==> config.mk <==
export PLATFORM = sky130hd
export DESIGN_NAME = td4_program_memory
export DESIGN_NICKNAME = d
export VERILOG_FILES = /design/src/rtl/td4_program_memory.sv
export SDC_FILE = /design/constraint.sdc
export NUM_CORES = 1
export LEC_CHECK = 0
export CORE_AREA = 2 2 118 120
export DETAILED_ROUTE_END_ITERATION = 8
export DIE_AREA = 0 0 120 122
export PLACE_DENSITY = 0.71
export SYNTH_ARGS = -nofsm -noshare
export SYNTH_HDL_FRONTEND = slang
export SYNTH_SLANG_ARGS = --single-unit
export TNS_END_PERCENT = 30
==> constraint.sdc <==
create_clock -name clk -period 3.8 [get_ports clk]
set_input_delay 0.76 -clock clk [delete_from_list [all_inputs] [get_ports clk]]
set_output_delay 0.76 -clock clk [all_outputs]
set_load 0.02 [all_outputs]
==> src/rtl/td4_program_memory.sv <==
// TD4 instruction-fetch stage: 16-byte flop program store, pin-driven loader and
// the exec_mode strobe generator (manual step button or programmable divider).
module td4_program_memory #(
    parameter int DIV_W = 8
) (
    input  logic             clk,
    input  logic             rst_n,
    input  logic             load_mode,
    input  logic             load_strobe,
    input  logic [7:0]       load_data,
    input  logic             step_btn,
    input  logic [DIV_W-1:0] step_div,
    input  logic [3:0]       pc,
    output logic [3:0]       opcode,
    output logic [3:0]       immediate,
    output logic             exec_mode,
    output logic [3:0]       load_addr,
    output logic             running
);

    typedef enum logic {
        ST_LOAD = 1'b0,
        ST_RUN  = 1'b1
    } state_t;

    state_t           state;
    state_t           state_nxt;

    logic             mode_p1;
    logic             mode_p2;
    logic             strobe_p1;
    logic             strobe_p2;
    logic             strobe_p3;
    logic             step_p1;
    logic             step_p2;
    logic             step_p3;

    logic             mode_sync;
    logic             strobe_edge;
    logic             step_edge;

    logic             wr_en;
    logic             run_active;
    logic             leave_run;

    logic [DIV_W-1:0] div_cnt;
    logic [DIV_W-1:0] div_cnt_nxt;
    logic             exec_nxt;

    logic [7:0]       mem [16];
    logic [7:0]       rd_byte;

    // Pin synchronisers: p1 -> p2 is the metastability pair, p3 is the edge history
    always_ff @(posedge clk or negedge rst_n) begin
        if (!rst_n) begin
            mode_p1   <= 1'b0;
            mode_p2   <= 1'b0;
            strobe_p1 <= 1'b0;
            strobe_p2 <= 1'b0;
            strobe_p3 <= 1'b0;
            step_p1   <= 1'b0;
            step_p2   <= 1'b0;
            step_p3   <= 1'b0;
        end else begin
            mode_p1   <= load_mode;
            mode_p2   <= mode_p1;
            strobe_p1 <= load_strobe;
            strobe_p2 <= strobe_p1;
            strobe_p3 <= strobe_p2;
            step_p1   <= step_btn;
            step_p2   <= step_p1;
            step_p3   <= step_p2;
        end
    end

    assign mode_sync   = mode_p2;
    assign strobe_edge = strobe_p2 & ~strobe_p3;
    assign step_edge   = step_p2 & ~step_p3;

    always_ff @(posedge clk or negedge rst_n) begin
        if (!rst_n) begin
            state <= ST_LOAD;
        end else begin
            state <= state_nxt;
        end
    end

    always_comb begin
        state_nxt = state;
        case (state)
            ST_LOAD: if (!mode_sync) state_nxt = ST_RUN;
            ST_RUN:  if (mode_sync)  state_nxt = ST_LOAD;
            default: state_nxt = ST_LOAD;
        endcase
    end

    // A strobe edge in the LOAD->RUN cycle is still written; RUN ignores strobes
    always_comb begin
        running    = 1'b0;
        wr_en      = 1'b0;
        run_active = 1'b0;
        leave_run  = 1'b0;
        case (state)
            ST_LOAD: begin
                wr_en = strobe_edge;
            end
            ST_RUN: begin
                running    = 1'b1;
                run_active = ~mode_sync;
                leave_run  = mode_sync;
            end
            default: begin
                running = 1'b0;
            end
        endcase
    end

    // Step source: button edge when step_div is 0, otherwise an N+1 cycle divider
    always_comb begin
        div_cnt_nxt = '0;
        exec_nxt    = 1'b0;
        if (run_active) begin
            if (step_div == '0) begin
                exec_nxt = step_edge;
            end else if (div_cnt == step_div) begin
                exec_nxt = 1'b1;
            end else if (div_cnt > step_div) begin
                div_cnt_nxt = '0;
            end else begin
                div_cnt_nxt = div_cnt + 1'b1;
            end
        end
    end

    always_ff @(posedge clk or negedge rst_n) begin
        if (!rst_n) begin
            div_cnt   <= '0;
            exec_mode <= 1'b0;
        end else begin
            div_cnt   <= div_cnt_nxt;
            exec_mode <= exec_nxt;
        end
    end

    always_ff @(posedge clk or negedge rst_n) begin
        if (!rst_n) begin
            load_addr <= '0;
        end else if (wr_en) begin
            load_addr <= load_addr + 4'd1;
        end else if (leave_run) begin
            load_addr <= '0;
        end
    end

    // Program store is cleared by reset so an aborted load never leaves stale code
    always_ff @(posedge clk or negedge rst_n) begin
        if (!rst_n) begin
            for (int i = 0; i < 16; i++) begin
                mem[i] <= 8'h00;
            end
        end else if (wr_en) begin
            mem[load_addr] <= load_data;
        end
    end

    assign rd_byte   = mem[pc];
    assign opcode    = rd_byte[7:4];
    assign immediate = rd_byte[3:0];

endmodule

==> metrics <==
status=finished clean; fill count=1035; Setup TNS=0 ns; Final #Nets=548; number of DRC markers in iteration 0=247; Layout Skew=0.007590 ns; Buf/Inv on CP=3; worst skew pair latency=0.43 ns; Post-DP HPWL=9.420 mm; wire per inst=20.23 µm; total routed wirelength=14.22 mm; Die H=122 µm; DRT Pass-1 Iters=4; Post-synth EDFFs=0; Remaining Overflow, GRT=0; Syn Nets=507; Final Cycle Share=0.9226; Top FF cell, synth=dfrtp_1; crit-path max cell delay=0.55 ns; Die Wd=120 µm; clk buf depth=2; vias in the first global route=4357; fin. max-slew vios=0; GPL Wtd Cong=0.7616; Cell Chain, Critical Path=clkdlybuf4s50_1 -> buf_12 -> mux4_2 -> a22oi_1 -> nand2_1 -> clkdlybuf4s50_1; WHS=0.3478 ns; Synth Warn #=0; Final min period=3.506 ns; clock buffer count from CTS=17; # diodes=0; count of hold-fix buffers inserted at cts=0; Reg clk slew, reported paths=0.06 ns; Hold EP=mode_p2$_DFF_PN0_; clock root buffer master=clkbuf_16; first-pass GRT wire length=23.47 mm; Total GRT Usage=0.2139; top post-synthesis cells by area=dfrtp_1 54%, mux2_2 21%, mux4_2 10%; Max Fanout on Critical Path=32; post-synth cell types=35; cells after synthesis=469; via/cell ratio=5.797; CP required=3.04 ns; P&R area growth vs syn=16.19%; post-synthesis register bit count=150; Crit path arrival time=2.75 ns; post-CTS sizing=0; CP endpoint kind=output port; CTS sink count=150; leading area contributor after synthesis=dfrtp_1; pwr/cell area=468.2 mW/mm²; CP top delay family=buffers and inverters; Die ar.=0.01464 mm²; Critical R2R Launch=state$_DFF_PN0_; H-tree level count=4; Worst Hold Class=reg -> reg; Critical-path top delay cell=clkdlybuf4s50_1; initial core utilization=0.5128; Finish-stage setup viols=0; R2R setup slack=1.46 ns; worst slew pin tran=1.134 ns; top cell type's share of synthesized area=0.5420; antenna violations before repair=0; RSZ-0062 raised after global routing=false; standard-cell rows=43; PortBufs=38; Max-slew headroom=0.2441; IO Count=39; Synth Cell Area=0.006925 mm²; core area=0.01350 mm²; Peak VDD IR=0.3421 mV; hold depth=0; Fin. Hold Viols=0; post-route ant nets=0; Hold Crit Start=mode_p1$_DFF_PN0_; cells on worst reg2reg path=4; Max Fclk=285.2 MHz; Post-synth ARST share=1.000; Leakage Power=3.419 nW; largest net degree at the start of global routing=124; syn avg cell area=14.77 µm²; max-cap viol count=0; RR Endpoint=mem[110]$_DFFE_PN0P_; post-CTS setup buffers=0; sequential area share after synthesis=0.5420; CP Launch Type=primary input; share of cells above drive strength 1=0.4130; DR DRC count=0; WS Path Type=in -> out; Vias=4075; fin util=0.5958; CP dominant cell by count=clkdlybuf4s50_1; CTS tree=built
==> cells in the mapped netlist (5+ instances only) <==
| cell | number |
|---|---|
| clkbuf_1 | 12 |
| nor2b_1 | 6 |
| mux4_2 | 32 |
| nor3_1 | 8 |
| nor2_1 | 7 |
| inv_1 | 12 |
| mux2_2 | 128 |
| nand3_2 | 10 |
| a22oi_1 | 16 |
| nand3_1 | 7 |
| nand2_1 | 24 |
| ha_1 | 13 |
| dfrtp_1 | 150 |
| buf_2 | 5 |
==> state kept, by name, indices dropped and copies added, names as in the netlist <==
signal	count
step_p1	1
state	1
strobe_p3	1
mode_p1	1
strobe_p2	1
load_addr	4
div_cnt	8
exec_mode	1
strobe_p1	1
mem	128
mode_p2	1
step_p2	1
step_p3	1
==> report_power, final <==
group,switching (mW),internal (mW)
Clock,0.633,0.924
Sequential,0.0637,1.72
Combinational,0.199,0.226
Total,0.896,2.87
==> stage by stage <==
step / total power, mW / area (µm²) / cells / setup WS, ns
detailed placement: 2.237 / 7502 / 671 / 0.2893
floorplan: 2.060 / 6925 / 469 / 0.9861
global route: 3.913 / 8046 / 703 / 0.2173
finish: 3.767 / 8046 / 703 / 0.2940
CTS: 3.790 / 8046 / 703 / 0.2867
global placement: 2.214 / 7502 / 671 / 0.2955
==> routing by layer <==
metal  vias up  wire (µm)  track usage
met4         0        167      0.06765
met3        17        450      0.05899
met2        55       7334       0.3519
met5         -          0            0
li1       1820          -            -
met1      2183       6271       0.2780
==> kinds of logic after synthesis <==
kind of cell | after synthesis | share of synthesized area
simple gates | 76 | 0.06360
xor+xnor | 6 | 0.007588
buf+inv | 35 | 0.02204
flops | 150 | 0.5420
compound gates | 29 | 0.02909
fa+ha+maj | 13 | 0.02349
mux | 160 | 0.3122
==> worst reg2reg max path: cells and delay by family (launching register included) <==
kind | cells | cell delay [ns]
simple gates | 2 | 1.03
mux | 1 | 0.44
buf+inv | 1 | 0.30
flops | 1 | 0.47
==> cells in the final DEF (no fill, tap or decap), types with 2 or more instances in the layout <==
master             n
nor4_1             2
ha_1              13
a21oi_1            4
dfrtp_1          150
nor2b_1            6
nor3_1             8
mux4_2            32
clkbuf_1           3
clkinvlp_4         2
inv_1             12
clkbuf_16         17
buf_12             2
a22oi_1           16
xnor2_1            4
clkbuf_8           2
nand4_1            2
nand2_1           24
clkinv_2           7
buf_4              5
nor2_1             7
nand3_2           10
nor2_2             3
mux2_2           128
nor3b_2            2
o21ai_0            4
clkdlybuf4s50_1   36
xor2_1             2
nand3_1            7
==> worst max-delay path by stage <==
stage	from	endpoint	slack, ns	cells after the start
global route	pc[1]	immediate[1]	0.22	6
global placement	pc[1]	opcode[2]	0.30	6
floorplan	pc[0]	immediate[1]	0.99	5
CTS	pc[1]	opcode[2]	0.29	6
finish	pc[1]	immediate[1]	0.29	6
detailed placement	pc[1]	opcode[2]	0.29	6
==> layout make-up <==
cell class | instances | area (µm²) | area share
Multi-Input combinational cell | 284 | 3024 | 0.3758
Inverter | 12 | 45.04 | 0.005598
Clock buffer | 22 | 464.2 | 0.05769
Sequential cell | 150 | 3754 | 0.4665
Timing Repair Buffer | 45 | 454.2 | 0.05645
Clock inverter | 10 | 80.08 | 0.009952
Tap cell | 180 | 225.2 | 0.02799
Power figures use the tool's default switching activity.
